`config.mk`:
```
export PLATFORM = sky130hd
export DESIGN_NAME = fft_seq_agu
export DESIGN_NICKNAME = d
export VERILOG_FILES = /design/src/rtl/fft_agu_pkg.sv /design/src/rtl/fft_addr_map.sv /design/src/rtl/fft_seq_agu.sv
export SDC_FILE = /design/constraint.sdc
export NUM_CORES = 1
export LEC_CHECK = 0
export BUFFER_PORTS_ARGS = -buffer_cell sky130_fd_sc_hd__buf_4
export CAP_MARGIN = 5
export CORE_UTILIZATION = 45
export CTS_CLUSTER_SIZE = 40
export DETAILED_ROUTE_END_ITERATION = 7
export GPL_TIMING_DRIVEN = 0
export PLACE_DENSITY = 0.74
export SYNTH_ARGS = -nofsm -noshare
export SYNTH_HDL_FRONTEND = slang
export SYNTH_SLANG_ARGS = --single-unit
```
`constraint.sdc`:
```
create_clock -name CLK -period 4.5 [get_ports CLK]
set_clock_uncertainty 0.05 [all_clocks]
set_input_delay 1.125 -clock CLK [delete_from_list [all_inputs] [get_ports CLK]]
set_output_delay 1.125 -clock CLK [all_outputs]
set_load 0.02 [all_outputs]
```
`src/rtl/fft_agu_pkg.sv`:
```
// Shared definitions for the FFT sequencer / address-generation unit.
//   state_t / ST_*  : FSM state encoding (IDLE, LOAD, RUN, DRAIN, UNLOAD)
//   clog2()         : ceiling log2 for parameter arithmetic
//   digitsum()      : sum of the radix digits of a value (bank selection)
//   insert_digit()  : open a digit slot in a value and place a lane index there
package fft_agu_pkg;

    typedef logic [2:0] state_t;

    localparam state_t ST_IDLE   = 3'd0;
    localparam state_t ST_LOAD   = 3'd1;
    localparam state_t ST_RUN    = 3'd2;
    localparam state_t ST_DRAIN  = 3'd3;
    localparam state_t ST_UNLOAD = 3'd4;

    function automatic int clog2(input int value);
        int r;
        r = 0;
        while ((1 << r) < value) r++;
        return r;
    endfunction

    // Sum of the ndig low digits of value, each digit log_r bits wide.
    function automatic int digitsum(input logic [31:0] value, input int log_r, input int ndig);
        int          sum;
        logic [31:0] mask;
        sum  = 0;
        mask = (32'd1 << log_r) - 32'd1;
        for (int i = 0; i < ndig; i++) begin
            sum += int'((value >> (i * log_r)) & mask);
        end
        return sum;
    endfunction

    // Digits of value at positions >= pos move up one digit; digit is placed at pos.
    function automatic logic [31:0] insert_digit(input logic [31:0] value, input logic [31:0] digit,
                                                 input int pos, input int log_r);
        logic [31:0] low_mask;
        int          sh;
        sh       = pos * log_r;
        low_mask = (32'd1 << sh) - 32'd1;
        return ((value & ~low_mask) << log_r) | (digit << sh) | (value & low_mask);
    endfunction

endpackage

```
`src/rtl/fft_addr_map.sv`:
```
// Combinational address map for one butterfly group / one load-unload row.
//   c    : word counter within the current phase
//   s    : current stage (only meaningful when mode = 1)
//   mode : 1 = butterfly (RUN) addressing, 0 = linear load/unload addressing
//   addr : per-bank row addresses, bank b at [b*ADDR_W +: ADDR_W]
//   rot  : rotation between bank order and lane order, digitsum(c) mod LANES
module fft_addr_map
    import fft_agu_pkg::*;
#(
    parameter int   LOG_R  = 4,
    parameter int   STAGES = 4,
    localparam int  LANES  = 1 << LOG_R,
    localparam int  ADDR_W = LOG_R * (STAGES - 1),
    localparam int  SW     = clog2(STAGES + 1)
) (
    input  logic [ADDR_W-1:0]       c,
    input  logic [SW-1:0]           s,
    input  logic                    mode,
    output logic [LANES*ADDR_W-1:0] addr,
    output logic [LOG_R-1:0]        rot
);

    int pos;

    // The skew of every point in a group equals digitsum(c) plus its lane index,
    // so the group's banks are a rotation of the lane order by digitsum(c).
    assign rot = LOG_R'(digitsum(32'(c), LOG_R, STAGES - 1));

    // Stage s combines the points that differ only in digit STAGES-1-s.
    assign pos = (int'(s) < STAGES) ? (STAGES - 1 - int'(s)) : 0;

    for (genvar gi = 0; gi < LANES; gi++) begin : g_bank
        logic [LOG_R-1:0]  lane;
        logic [ADDR_W-1:0] run_addr;

        // Lane served by this bank; the row drops the low digit of the point.
        assign lane     = LOG_R'(gi) - rot;
        assign run_addr = ADDR_W'(insert_digit(32'(c), 32'(lane), pos, LOG_R) >> LOG_R);
        assign addr[gi*ADDR_W +: ADDR_W] = mode ? run_addr : c;
    end

endmodule

```
`src/rtl/fft_seq_agu.sv`:
```
// Sequencer and address generator for the memory-based radix-LANES FFT core.
// Walks LOAD -> (RUN, DRAIN) x STAGES -> UNLOAD, ping-ponging between bank
// set A (IO buffer) and B (scratch), with skewed conflict-free banking.
//   CLK, RSTn       : clock, synchronous active-low reset
//   START           : run request, honoured in IDLE only
//   BUSY, DONE      : activity flag, one-cycle completion pulse
//   STAGE           : stage index (STAGES during LOAD/UNLOAD) for the twiddle ROM
//   WE_A, WE_B      : bank-set write enables
//   SEL_RD          : read bank set (0 = A, 1 = B)
//   RD_ADDR/WR_ADDR : per-bank addresses, bank b at [b*ADDR_W +: ADDR_W]
//   ROT_RD/ROT_WR   : rotation amounts for the read/write networks
//   OUT_VALID       : unload read data valid
module fft_seq_agu
    import fft_agu_pkg::*;
#(
    parameter int   LOG_R    = 4,
    parameter int   STAGES   = 4,
    parameter int   PIPE_LAT = 8,
    localparam int  LANES    = 1 << LOG_R,
    localparam int  ADDR_W   = LOG_R * (STAGES - 1),
    localparam int  SW       = clog2(STAGES + 1)
) (
    input  logic                    CLK,
    input  logic                    RSTn,
    input  logic                    START,
    output logic                    BUSY,
    output logic                    DONE,
    output logic [SW-1:0]           STAGE,
    output logic                    WE_A,
    output logic                    WE_B,
    output logic                    SEL_RD,
    output logic [LANES*ADDR_W-1:0] RD_ADDR,
    output logic [LANES*ADDR_W-1:0] WR_ADDR,
    output logic [LOG_R-1:0]        ROT_RD,
    output logic [LOG_R-1:0]        ROT_WR,
    output logic                    OUT_VALID
);

    localparam int   WORDS     = 1 << ADDR_W;
    localparam int   CNT_W     = (ADDR_W + 1 > clog2(PIPE_LAT) + 1) ? ADDR_W + 1 : clog2(PIPE_LAT) + 1;
    localparam int   E_W       = 2 + LOG_R + LANES * ADDR_W;
    // The last stage writes B when its index is even, i.e. when STAGES is odd.
    localparam logic FINAL_SET = 1'(STAGES % 2);

    state_t             state_reg, state_next;
    logic [SW-1:0]      stage_reg, stage_next;
    logic [CNT_W-1:0]   cnt_reg, cnt_next;
    logic               out_valid_reg;

    logic               in_load, in_run, unload_rd, reading;
    logic [LANES*ADDR_W-1:0] map_addr;
    logic [LOG_R-1:0]   map_rot;

    // Write-side delay line: {valid, dest set, rotation, addresses}.
    logic [PIPE_LAT-1:0][E_W-1:0] pipe_reg;
    logic [E_W-1:0]               entry_in;
    logic                         tail_valid, tail_dest;
    logic [LOG_R-1:0]             tail_rot;
    logic [LANES*ADDR_W-1:0]      tail_addr;

    assign in_load   = (state_reg == ST_LOAD);
    assign in_run    = (state_reg == ST_RUN);
    // UNLOAD holds one extra cycle (cnt == WORDS) to present the last word and DONE.
    assign unload_rd = (state_reg == ST_UNLOAD) && (cnt_reg < CNT_W'(WORDS));
    assign reading   = in_run | unload_rd;

    fft_addr_map #(
        .LOG_R  (LOG_R),
        .STAGES (STAGES)
    ) u_addr_map (
        .c    (cnt_reg[ADDR_W-1:0]),
        .s    (stage_reg),
        .mode (in_run),
        .addr (map_addr),
        .rot  (map_rot)
    );

    always_comb begin
        state_next = state_reg;
        stage_next = stage_reg;
        cnt_next   = cnt_reg + CNT_W'(1);
        case (state_reg)
            ST_IDLE: begin
                cnt_next = '0;
                if (START) begin
                    state_next = ST_LOAD;
                    stage_next = '0;
                end
            end
            ST_LOAD: begin
                if (cnt_reg == CNT_W'(WORDS - 1)) begin
                    state_next = ST_RUN;
                    cnt_next   = '0;
                end
            end
            ST_RUN: begin
                if (cnt_reg == CNT_W'(WORDS - 1)) begin
                    state_next = ST_DRAIN;
                    cnt_next   = '0;
                end
            end
            ST_DRAIN: begin
                if (cnt_reg == CNT_W'(PIPE_LAT - 1)) begin
                    cnt_next = '0;
                    if (stage_reg == SW'(STAGES - 1)) begin
                        state_next = ST_UNLOAD;
                    end else begin
                        state_next = ST_RUN;
                        stage_next = stage_reg + SW'(1);
                    end
                end
            end
            ST_UNLOAD: begin
                if (cnt_reg == CNT_W'(WORDS)) begin
                    state_next = ST_IDLE;
                    stage_next = '0;
                    cnt_next   = '0;
                end
            end
            default: begin
                state_next = ST_IDLE;
                stage_next = '0;
                cnt_next   = '0;
            end
        endcase
    end

    always_ff @(posedge CLK) begin
        if (!RSTn) begin
            state_reg     <= ST_IDLE;
            stage_reg     <= '0;
            cnt_reg       <= '0;
            out_valid_reg <= 1'b0;
        end else begin
            state_reg     <= state_next;
            stage_reg     <= stage_next;
            cnt_reg       <= cnt_next;
            out_valid_reg <= unload_rd;
        end
    end

    // Every RUN read is echoed as a write PIPE_LAT cycles later into the other set.
    assign entry_in = in_run ? {1'b1, ~stage_reg[0], map_rot, map_addr} : '0;

    always_ff @(posedge CLK) begin
        if (!RSTn) begin
            pipe_reg <= '0;
        end else begin
            pipe_reg[0] <= entry_in;
            for (int i = 1; i < PIPE_LAT; i++) begin
                pipe_reg[i] <= pipe_reg[i-1];
            end
        end
    end

    assign tail_valid = pipe_reg[PIPE_LAT-1][E_W-1];
    assign tail_dest  = pipe_reg[PIPE_LAT-1][E_W-2];
    assign tail_rot   = pipe_reg[PIPE_LAT-1][E_W-3 -: LOG_R];
    assign tail_addr  = pipe_reg[PIPE_LAT-1][LANES*ADDR_W-1:0];

    always_comb begin
        STAGE = '0;
        case (state_reg)
            ST_LOAD, ST_UNLOAD: STAGE = SW'(STAGES);
            ST_RUN, ST_DRAIN:   STAGE = stage_reg;
            default:            STAGE = '0;
        endcase
    end

    assign BUSY      = (state_reg != ST_IDLE);
    assign DONE      = (state_reg == ST_UNLOAD) && (cnt_reg == CNT_W'(WORDS));
    // LOAD never overlaps a pipeline write, so the two sources of WE_A are exclusive.
    assign WE_A      = in_load | (tail_valid & ~tail_dest);
    assign WE_B      = tail_valid & tail_dest;
    assign SEL_RD    = in_run ? stage_reg[0] : (unload_rd & FINAL_SET);
    assign RD_ADDR   = reading ? map_addr : '0;
    assign ROT_RD    = reading ? map_rot : '0;
    // In LOAD the map runs in linear mode, giving WR_ADDR = c and ROT_WR = digitsum(c).
    assign WR_ADDR   = in_load ? map_addr : tail_addr;
    assign ROT_WR    = in_load ? map_rot : tail_rot;
    assign OUT_VALID = out_valid_reg;

endmodule

```
==> flow_summary.yaml, run 1 <==
run_status:
  status: "finished, violations left"
  violations: "negative setup slack"
timing:
  slew-limit-headroom_pct: 24.6
  hold_viol: 0
  finalCritPeriodShare_pct: 108
  fmax_mhz: 205
  drv_slew: 0
  worst_slack_ns: -0.380
  worst_pin_slew_ns: 1.13
  final-setup-viol-count: 95
  rsz0062_at_grt: "true"
  fin_crit_ns: 4.88
synthesis:
  yosys_warnings: 0
  synth_top_area_cell: "dfxtp_1"
  synth-seq-area-share_pct: 60.9
  synthArstFlopShare_pct: 0
  syn_area_per_cell_um2: 10.7
  yosysUniqueCellTypes: 70
  synth_edf_count: 0
  synth_area_leaders: "dfxtp_1 61%, and2_1 17%, buf_4 6.0%"
  synth_cells: 2419
  synth_area_um2: 25900
  synth_top_area_share_pct: 60.9
  synth_common_cells: "788 x dfxtp_1, 684 x and2_1, 208 x buf_4"
  synth_fp_nets: 2433
  yosys.cell_count.top_type: "dfxtp_1"
  ys.flop_type: "dfxtp_1"
  synth_seq_cells: 788
clock_network:
  path_clk_slew_ns: 0.06
  clk_latency_ns: 0.61
  htreeDepth: 3
  cts_root_buf: "clkbuf_16"
  numCtsBuffers: 75
  clock-sinks: 788
  cts_hold_buf: 0
  cts.path.max_buffers: 3
  cts_tree: "built"
setup_path:
  worst-path-max-fanout: 5
  start_kind: "register"
  critPathCaptureType: "register"
  rr_worst_depth: 27
  critical_path_class: "reg -> reg"
  worstPathArrival_ns: 5.33
  critical_path_required_ns: 4.95
  rrSetupSlack_ns: -0.38
route:
  drt_iter0_markers: 1352
  routed-wl-met2_um: 38500
  top_layer_used: "met5"
  drc_errors: 0
  routedWlPerCell_um: 21.0
  first_pass_iters: 5
  drtAntennaViolNets: 0
  vias_per_cell: 4.84
  wl_met3_um: 5620
  wl_met1_um: 33000
  routed_wl_um: 81400
  vias: 18800
placed_design:
  placed_cells: 3577
  port_buffers: 402
  post-place-ws_ns: -1.52
  gp_congestion: 0.946
  hpwl_um: 55800
power_and_ir_drop:
  p_per_area_nw_per_um2: 428
  finalPower_mw: 15.2
  p_leak_nw: 16.4
  peakVddDrop_uv: 261
grt:
  antenna_found_initial: 5
  grt_usage_pct: 26.5
  grt_pass1_wl_um: 116000
  grt_pass1_vias: 18400
  grt_max_degree: 16
  gr-total-overflow: 0
floorplanning:
  num_io_pins: 404
  die_area_um2: 58500
  core_um2: 56600
  die_w_um: 242
  fp-row-count: 87
  initial_utilization_pct: 45.8
  die_y_um: 242
final_layout:
  layout.area.seq_um2: 15800
  layout-drive-gt1-share_pct: 36.4
  largest_reg_flops: 768
  multi_input_area_um2: 9110
  nets: 3082
  stdcell_count: 3882
  nFillCells: 4383
  area.growth.synth_to_final_pct: 37.3
flow_run:
  cap_violations: 0
hold_path:
  min_path_type: "reg -> reg"
  holdPathStages: 1
[per-stage QoR]
| stage | setup TNS, ns | utilization [%] | cell area [um2] | hold WS [ns] |
|---|---|---|---|---|
| 2_1_floorplan | 0 | - | 25900 | 0.362 |
| 3_3_place_gp | -65.00 | 52.8 | 29900 | 0.364 |
| 3_5_place_dp | -65.85 | 52.8 | 29900 | 0.367 |
| 4_1_cts | -24.51 | 61.5 | 34800 | 0.370 |
| 5_1_grt | -24.31 | 62.8 | 35600 | 0.386 |
| 6_report | -16.83 | 62.8 | 35600 | 0.374 |
[logic make-up after synthesis]
logic type,share of synthesized area (%)
simple gates,20.6
xor+xnor,1.64
buf+inv,8.57
mux,0.155
compound gates,7.50
fa+ha+maj,0.647
flops,60.9
[timing repair]
action                     CTS  global route
pin swaps                   84            56
setup buffers              144            47
setup endpoints to repair  326           221
gates resized for setup    333           148
gates cloned                 1             0
[cells in the final DEF, fill, tap and decap left out, types with 7 or more instances in the layout]
| cell type | count |
|---|---|
| a21o_1 | 91 |
| a21oi_1 | 49 |
| a21oi_2 | 32 |
| a21oi_4 | 31 |
| and2_1 | 683 |
| buf_12 | 7 |
| buf_2 | 16 |
| buf_4 | 640 |
| buf_6 | 134 |
| clkbuf_1 | 126 |
| clkbuf_16 | 80 |
| clkbuf_2 | 14 |
| clkbuf_8 | 13 |
| clkinvlp_4 | 7 |
| dfxtp_1 | 785 |
| inv_1 | 11 |
| nand2_1 | 38 |
| nand2_2 | 19 |
| nand2b_1 | 9 |
| nor2_1 | 51 |
| nor2_2 | 8 |
| nor2_4 | 9 |
| nor3_1 | 17 |
| o21ai_0 | 33 |
| o21ai_1 | 9 |
| o21ai_2 | 21 |
| xnor2_1 | 9 |
| xnor2_4 | 13 |
[critical path, stage by stage, from the launching register on]
cell,delay (ns)
dfxtp_4,0.37
clkinvlp_4,0.11
fa_1,0.53
inv_2,0.05
ha_4,0.15
inv_2,0.04
fa_2,0.48
buf_8,0.16
buf_4,0.14
buf_12,0.14
xnor2_4,0.27
nand2_2,0.13
buf_4,0.17
buf_4,0.12
buf_4,0.12
buf_4,0.12
buf_4,0.12
buf_4,0.12
buf_4,0.13
buf_4,0.12
buf_4,0.13
buf_4,0.13
buf_4,0.13
buf_4,0.13
buf_4,0.13
buf_4,0.12
buf_4,0.13
a21oi_4,0.21
[layout make-up]
type	instances	share of cell area, %
inverter	18	0.229
sequential	788	44.4
antenna	2	0.0141
multi-input combinational	1255	25.6
timing repair buffer	580	13.8
clock buffer	112	6.27
tap	756	2.66
buffer	350	6.30
clock inverter	21	0.739
[where the power goes]
group	leakage [nW]	internal (mW)	switching (mW)
registers	6.35	7.01	0.0185
clock network	1.21	3.73	2.59
logic	8.84	0.651	1.20
[routing by layer]
| layer | global-route usage, % | vias to the layer above |
|---|---|---|
| met5 | 0 | - |
| met3 | 4.54 | 238 |
| li1 | - | 8748 |
| met2 | 44.6 | 894 |
| met4 | 12.8 | 4 |
| met1 | 33.0 | 8897 |
[worst paths after layout]
path	to	from
hold / removal	pipe_reg[590]	pipe_reg[392]
setup / recovery	pipe_reg[122]	cnt_reg[5]
setup reg to reg	pipe_reg[122]	cnt_reg[5]
hold reg to reg	pipe_reg[590]	pipe_reg[392]
(Power assumes the default switching activity.)
==> run 2: changes to the inputs <==
Settings changed: ABC_AREA from default to 1, PLACE_DENSITY 0.74 to 0.73.
==> flow_summary.yaml, run 2 <==
floorplanning:
  initial_utilization_pct: 45.8
  fp-row-count: 89
  num_io_pins: 404
  die_area_um2: 61400
  core_um2: 59400
  die_w_um: 248
  die_y_um: 248
setup_path:
  crit_family: "adder cells"
  crit_buf_inv: 6
  critical_path_required_ns: 3.32
  critPathCaptureType: "primary output"
  slowest_delay_ns: 0.45
  start_kind: "register"
  critPathSlowestCell: "fa_1"
  critical_path_class: "reg -> out"
  rrSetupSlack_ns: 1.31
  worstPathArrival_ns: 3.68
  cp_cell_sequence: "inv_6 -> fa_1 -> inv_2 -> ha_4 -> inv_2 -> fa_2 -> nand2_2 -> buf_6 -> nand3_4 -> nand2_8 -> nand2_8 -> buf_8 -> nand3_2 -> nand3_2 -> nand2_2 -> nand2_1 -> a21oi_2 -> buf_6"
  worst-path-max-fanout: 6
grt:
  antenna_found_initial: 1
  gr-total-overflow: 0
  grt_max_degree: 16
  grt_pass1_vias: 20000
  grt_pass1_wl_um: 119000
  grt_usage_pct: 26.5
placed_design:
  post-place-ws_ns: -1.07
  port_buffers: 402
  gp_congestion: 0.934
  hpwl_um: 59500
  placed_cells: 4561
final_layout:
  nFillCells: 4786
  diodes: 0
  layout-drive-gt1-share_pct: 32.0
  area.growth.synth_to_final_pct: 39.3
  layout_common_cells: "919 x nand2_1, 783 x dfxtp_1, 745 x inv_1"
  largest_reg_flops: 768
  nets: 4011
  layout_commonest_cell: "nand2_1"
  final_core_util_pct: 63.8
  stdcell_count: 4823
power_and_ir_drop:
  peakVddDrop_uv: 282
  p_per_area_nw_per_um2: 444
  pwr-share-comb_pct: 20.5
  p_leak_nw: 21.8
  p_switching_mw: 4.99
  seqPwrFrac_pct: 42.1
  pwr-share-clk_pct: 37.3
  p_int_mw: 11.8
  switching_share_pct: 29.7
  finalPower_mw: 16.8
synthesis:
  synth_cells: 3386
  synth-seq-area-share_pct: 58.0
  yosys_warnings: 0
  synth_edf_count: 0
  synth_fp_nets: 3400
  synthArstFlopShare_pct: 0
  yosysUniqueCellTypes: 47
  synth_top_area_share_pct: 58.0
  ys.flop_type: "dfxtp_1"
  synth_common_cells: "1020 x nand2_1, 788 x dfxtp_1, 772 x inv_1"
  synth_seq_cells: 788
  synth_top_area_cell: "dfxtp_1"
  yosys.cell_count.top_type: "nand2_1"
  synth_area_um2: 27200
  synth_area_leaders: "dfxtp_1 58%, nand2_1 14%, inv_1 11%"
  syn_area_per_cell_um2: 8.03
clock_network:
  htreeDepth: 3
  cts_root_buf: "clkbuf_16"
  cts.path.max_buffers: 3
  clk_latency_ns: 0.62
  numCtsBuffers: 73
  cts_hold_buf: 0
  cts_tree: "built"
  path_clk_slew_ns: 0.06
  clock-sinks: 788
timing:
  fmax_mhz: 206
  finalCritPeriodShare_pct: 108
  worst_pin_slew_ns: 1.33
  final-setup-viol-count: 151
  fin_crit_ns: 4.86
  rsz0062_at_grt: "true"
  slew-limit-headroom_pct: 10.9
  hold_viol: 0
  drv_slew: 0
  worst_slack_ns: -0.357
route:
  vias: 21700
  drtAntennaViolNets: 0
  vias_per_cell: 4.49
  drt_iter0_markers: 1536
  routedWlPerCell_um: 17.3
  first_pass_iters: 8
  drc_errors: 29
  routed_wl_um: 83400
flow_run:
  cap_violations: 0
run_status:
  violations: "design-rule violations, negative setup slack"
  status: "finished, violations left"
hold_path:
  min_path_type: "reg -> reg"
run 2: what timing repair did:
action | 4_1_cts | 5_1_grt
endpoints found under the hold margin | 0 | 0
pin swaps | 94 | 139
setup endpoints to repair | 353 | 314
cloned | 4 | 0
gates resized for setup | 485 | 306
buffers inserted | 74 | 61
run 2: per-layer routing:
metal,global-route usage [%],up-vias,share of wire (%)
met2,46.4,968,49
met5,0,-,0.013
met3,4.52,226,7.2
li1,-,10700,-
met4,11.9,2,4.2
met1,31.5,9790,39
run 2: metrics by stage:
| step | hold slack, ns | cell area [um2] | TNS (ns) |
|---|---|---|---|
| 3_3_place_gp | 0.343 | 31200 | -79.13 |
| 2_1_floorplan | 0.340 | 27200 | 0 |
| 4_1_cts | 0.348 | 36200 | -41.63 |
| 5_1_grt | 0.368 | 37900 | -47.91 |
| 3_5_place_dp | 0.345 | 31200 | -64.83 |
| 6_report | 0.350 | 37900 | -35.60 |
run 2: worst register-to-register path: stages (launching register included):
cell and delay, ns:
dfxtp_4 0.37, inv_6 0.04, fa_1 0.45, inv_2 0.08, ha_4 0.12, inv_2 0.03, fa_2 0.36, nand2_2 0.13
buf_6 0.12, nand3_4 0.13, nand2_8 0.15, nand2_8 0.09, buf_8 0.18, buf_12 0.13, nand3_4 0.11, nand3_4 0.08
buf_4 0.18, a21oi_1 0.28
run 2: cell families after synthesis:
logic type	count (synthesis)	synth area share [%]
AND/OR/NAND/NOR	1300	19.2
buffers and inverters	1127	18.9
adder cells (fa/ha/maj)	11	0.617
AO/OA/AOI/OAI	152	3.02
flip-flops	788	58.0
XOR/XNOR	8	0.258
run 2: final timing paths:
path,from,endpoint,cells after the start
hold / removal,pipe_reg[1166],pipe_reg[1364],2
setup reg to reg,cnt_reg[5],pipe_reg[135],17
setup / recovery,cnt_reg[5],RD_ADDR[19],18
hold reg to reg,pipe_reg[1166],pipe_reg[1364],2
run 2: area by class of cell:
type                    instances  area (um2)  share of cell area, %
flip-flops and latches        788       15800                   41.7
multi-input cells            1471        8490                   22.4
repair buffers                538        4790                   12.7
inverters                     786        3020                   7.97
plain buffers                 339        2340                   6.18
clock buffers                  96        2060                   5.45
well taps                     773         967                   2.55
clock inverters                32         417                   1.10
run 2: power groups by stage:
stage	combinational, mW	clock [mW]	sequential [mW]
3_3_place_gp	2.38	0	7.24
3_5_place_dp	2.37	0	7.24
5_1_grt	3.60	6.65	7.09
2_1_floorplan	1.44	0	7.23
6_report	3.45	6.28	7.09
4_1_cts	2.86	6.35	7.08
